### config.mk
export PLATFORM = sky130hd
export DESIGN_NAME = serpent_ip_loader
export DESIGN_NICKNAME = d
export VERILOG_FILES = /design/src/rtl/serpent_pkg.sv /design/src/rtl/serpent_ip.sv /design/src/rtl/serpent_ip_loader.sv
export SDC_FILE = /design/constraint.sdc
export NUM_CORES = 1
export LEC_CHECK = 0
export BUFFER_PORTS_ARGS = -buffer_cell sky130_fd_sc_hd__buf_4
export CAP_MARGIN = 0
export CORE_ASPECT_RATIO = 1.4
export CORE_MARGIN = 4
export CORE_UTILIZATION = 52
export CTS_BUF_LIST = sky130_fd_sc_hd__clkbuf_8
export DETAILED_ROUTE_END_ITERATION = 16
export PLACE_DENSITY = 0.78
export SYNTH_ARGS = -nofsm -noshare
export SYNTH_HDL_FRONTEND = slang
export SYNTH_SLANG_ARGS = --single-unit
### constraint.sdc
create_clock -name i_clk -period 1.8 [get_ports i_clk]
set_clock_uncertainty 0.05 [all_clocks]
set_input_delay 0.36 -clock i_clk [delete_from_list [all_inputs] [get_ports i_clk]]
set_output_delay 0.36 -clock i_clk [all_outputs]
set_load 0.02 [all_outputs]
### src/rtl/serpent_pkg.sv
// rtl/serpent_pkg.sv - shared Serpent widths and IP/FP bit-permutation helpers
package serpent_pkg;

    localparam int SERPENT_BLK_W  = 128;
    localparam int SERPENT_WORD_W = 32;
    localparam int SERPENT_WORDS  = 4;

    // Initial permutation: out[4m+j] = in[127-32j-m]
    function automatic logic [127:0] serpent_ip(input logic [127:0] x);
        logic [127:0] y;
        y = '0;
        for (int j = 0; j < 4; j++) begin
            for (int m = 0; m < 32; m++) begin
                y[4*m+j] = x[127-32*j-m];
            end
        end
        return y;
    endfunction

    // Final permutation: same index formula, opposite direction, so FP(IP(x)) = x
    function automatic logic [127:0] serpent_fp(input logic [127:0] y);
        logic [127:0] x;
        x = '0;
        for (int j = 0; j < 4; j++) begin
            for (int m = 0; m < 32; m++) begin
                x[127-32*j-m] = y[4*m+j];
            end
        end
        return x;
    endfunction

endpackage

### src/rtl/serpent_ip.sv
// rtl/serpent_ip.sv - combinational Serpent initial permutation (pure wiring)
module serpent_ip (
    input  logic [127:0] x,
    output logic [127:0] y
);

    // Constant-index bit shuffle; no gates on this path
    assign y = serpent_pkg::serpent_ip(x);

endmodule

### src/rtl/serpent_ip_loader.sv
// rtl/serpent_ip_loader.sv - assembles four ingress words, applies IP, holds block for the round pipeline
module serpent_ip_loader #(
    parameter int MSW_FIRST = 1,
    parameter int WORD_W    = 32
) (
    input  logic              i_clk,
    input  logic              i_rst_n,
    input  logic              i_flush,
    input  logic              i_valid,
    output logic              o_ready,
    input  logic [WORD_W-1:0] i_data,
    output logic              o_valid,
    input  logic              i_ready,
    output logic [127:0]      o_data,
    output logic              o_busy
);

    import serpent_pkg::*;

    localparam logic [1:0] LAST = 2'(SERPENT_WORDS - 1);

    generate
        if (WORD_W != SERPENT_WORD_W) begin : g_bad_word_w
            $error("serpent_ip_loader: WORD_W must be 32");
        end
    endgenerate

    logic [1:0]                 cnt;
    logic [95:0]                asm_q;
    logic [1:0]                 slot;
    logic [SERPENT_BLK_W-1:0]   blk;
    logic [SERPENT_BLK_W-1:0]   blk_ip;
    logic                       accept;
    logic                       load;
    logic                       unload;

    // Word 3 skips the assembly register and joins the block straight from i_data
    generate
        if (MSW_FIRST != 0) begin : g_msw
            assign blk  = {asm_q, i_data};
            assign slot = 2'd2 - cnt;
        end else begin : g_lsw
            assign blk  = {i_data, asm_q};
            assign slot = cnt;
        end
    endgenerate

    serpent_ip u_ip (
        .x (blk),
        .y (blk_ip)
    );

    // Only the last word can be refused: while the held block is stuck and a new one would replace it
    always_comb begin
        o_ready = 1'b1;
        if ((cnt == LAST) && o_valid && !i_ready) begin
            o_ready = 1'b0;
        end
    end

    assign accept = i_valid & o_ready;
    assign load   = accept & (cnt == LAST);
    assign unload = o_valid & i_ready;
    assign o_busy = (cnt != 2'd0) | o_valid;

    // Word counter, assembly slots and output register; flush drops partial and held blocks
    always_ff @(posedge i_clk or negedge i_rst_n) begin
        if (!i_rst_n) begin
            cnt     <= 2'd0;
            asm_q   <= '0;
            o_valid <= 1'b0;
            o_data  <= '0;
        end else if (i_flush) begin
            cnt     <= 2'd0;
            o_valid <= 1'b0;
        end else begin
            if (accept) begin
                cnt <= cnt + 2'd1;
            end
            if (accept && (cnt != LAST)) begin
                case (slot)
                    2'd0:    asm_q[31:0]  <= i_data;
                    2'd1:    asm_q[63:32] <= i_data;
                    2'd2:    asm_q[95:64] <= i_data;
                    default: ;
                endcase
            end
            if (load) begin
                o_data  <= blk_ip;
                o_valid <= 1'b1;
            end else if (unload) begin
                o_valid <= 1'b0;
            end
        end
    end

endmodule

==> results.toml <==
[setup_path]
critPathMaxStageDelay_ns = 0.40
cp-start-kind = "register"
critPathArrivalTime_ns = 2.26
worst-path-stages = 6
critPathCaptureType = "register"
cp_slowest_cell = "dfrtp_1"
cp_max_fo = 17
cp_data_required_time_ns = 2.13
crit_family = "simple AND/OR/NAND/NOR gates"
rr_worst_depth = 6
path_buf_inv = 2
critPathKind = "reg -> reg"
path_cells = "buf_6 > ha_4 > nor3b_4 > and2_2 > buf_12 > mux2_2"

[die]
rows = 58
die_y_um = 167.7
start_util_pct = 52.83
coreArea_um2 = 17920
io_pins = 168
dieWidth_um = 122.1
die-area_um2 = 20470

[yosys]
syn-instance-count = 500
synth-seq-cells = 227
avgSynthCellArea_um2 = 18.94
yosysUniqueCellTypes = 19
synth-seq-area-share_pct = 59.98
yosys_warnings = 0
synth_fp_nets = 541
syn_area_um2 = 9470

[route]
wl_per_cell_um = 20.08
ant_nets = 0
totalWireLength_um = 19820
drcViolationCount = 0
first_pass_iters = 4
drt_iter0_markers = 202
via_count = 4970
avgViaCountPerCell = 5.035

[grt]
grt-ovfl-total = 0
grt_pass1_vias = 5666
grt_pass1_wl_um = 30780
antenna_found_initial = 0
track_usage_pct = 18.69
grt_max_degree = 68

[pwr]
p_leak_nw = 6.478
p_total_mw = 15.13
peakVddDrop_mv = 0.8407
power_density_nw_per_um2 = 1242

[finish]
final_common_cell = "dfrtp_1"
final_cells = 987
syn_to_final_growth_pct = 28.68
utilization_pct = 67.99
drive_gt1_share_pct = 66.53
nets = 767
layout_common_cells = "227 x dfrtp_1, 195 x mux2_4, 177 x buf_4, 44 x clkbuf_8, 28 x mux2_2"
final_area_um2 = 12190
antenna_cells = 0

[worst_hold_path]
min_path_cells = 2
min_path_type = "in -> reg"

[clock_network]
clock_path_buffers = 3
clock-sinks = 227
worst_skew_pair.late_latency_ns = 0.50
cts_buffers = 35
cts_tree = "yes"
htree_levels = 2
path_clk_slew_ns = 0.07
cts_root_buf = "clkbuf_8"

[run]
maxCapViolations = 0

[timing]
min_period_ns = 1.930
timing.final.crit_share_pct = 107.2
worst_slack_ns = -0.1301
timing.hold.ws_ns = 0.07504
finalMaxSlewViolations = 0
relSlewSlack_pct = 73.88
finalSetupViolCount = 173
hold_viol = 0
max_freq_mhz = 518.1
rsz0062_at_grt = "true"
tightest_slew_ns = 0.3883

[place]
hpwl_um = 12870
portBuffers = 167
placed_cells = 908
place_area_um2 = 11080
gp_congestion = 0.7411

[status]
status = "finished, violations left"
violations = "setup timing"
[per-stage QoR]
step | worst slack (ns) | setup TNS [ns]
after CTS | -0.09954 | -0.6045
final | -0.1301 | -10.79
after detailed placement | 0.01710 | 0
after global placement | 0.06810 | 0
after floorplan | 0.05508 | 0
after global routing | -0.1527 | -16.84
[flip-flops by register name (all words and copies together), names as in the netlist]
| register | flops |
|---|---|
| asm_q | 96 |
| cnt | 2 |
| o_data | 128 |
| o_valid | 1 |
[where the power goes]
part / internal [mW] / switching (mW) / leakage, nW
Combinational: 2.38 / 1.52 / 3.16
Clock: 2.16 / 1.90 / 0.377
Sequential: 6.35 / 0.835 / 2.95
Total: 10.9 / 4.25 / 6.48
[final cells by class]
type	instances	area, um^2
multi-input combinational	245	3482
sequential	227	5680
tap	240	300.3
clock buffer	43	591.8
timing repair buffer	215	2047
inverter	2	15.01
fill	1174	5738
clock inverter	15	70.07
[worst register-to-register path: stages, from the launching register on]
cell,delay [ns]
dfrtp_1,0.40
buf_6,0.13
ha_4,0.17
nor3b_4,0.25
and2_2,0.24
buf_12,0.20
mux2_2,0.37
[Yosys cell counts (all sizes together)]
library cell | count | area share [%]
nand2 | 1 | 0.040
buf | 26 | 3.9
nor3b | 1 | 0.13
mux2 | 225 | 34
nand2b | 4 | 0.26
inv | 2 | 0.079
nor2b | 1 | 0.066
nor2 | 2 | 0.079
dfrtp | 227 | 60
a21boi | 1 | 0.079
and2 | 3 | 0.20
mux2i | 1 | 0.11
nand4b | 1 | 0.25
ha | 4 | 0.53
o21ai | 1 | 0.053
[final timing paths]
kind | startpoint | end | slack (ns)
max | cnt[0]$_DFFE_PN0P_ | asm_q[0]$_DFFE_PN0P_ | -0.13
min | i_data[8] | asm_q[40]$_DFFE_PN0P_ | 0.08
max reg2reg | cnt[0]$_DFFE_PN0P_ | asm_q[0]$_DFFE_PN0P_ | -0.13
min reg2reg | asm_q[34]$_DFFE_PN0P_ | o_data[117]$_DFFE_PN0P_ | 0.46
max in group asynchronous | i_rst_n | o_data[24]$_DFFE_PN0P_ | 0.71
min in group asynchronous | i_rst_n | asm_q[4]$_DFFE_PN0P_ | 0.30
[logic make-up after synthesis]
| group | Yosys count | share of synthesized area (%) |
|---|---|---|
| flops | 227 | 59.98 |
| fa+ha+maj | 4 | 0.5285 |
| buf+inv | 28 | 3.937 |
| compound gates | 2 | 0.1321 |
| simple gates | 13 | 1.030 |
| mux | 226 | 34.39 |
[what timing repair did]
action | 4_1_cts | 5_1_grt
pin swaps | 2 | 0
endpoints found under the hold margin | 38 | 0
resized for setup | 19 | 15
cloned | 0 | 8
setup buffers | 6 | 6
setup endpoints to repair | 2 | 167
hold buffers | 1 | 0
[metal layers]
layer  GRT usage [%]  vias to the layer above  wire (um)
li1                -                     2204          -
met1           24.49                     2599       8265
met2           31.79                      136      10380
met3           3.412                       31        849
met4           5.556                        0        327
met5               0                        -          0
Note: power is estimated with default switching activity, not from simulation.
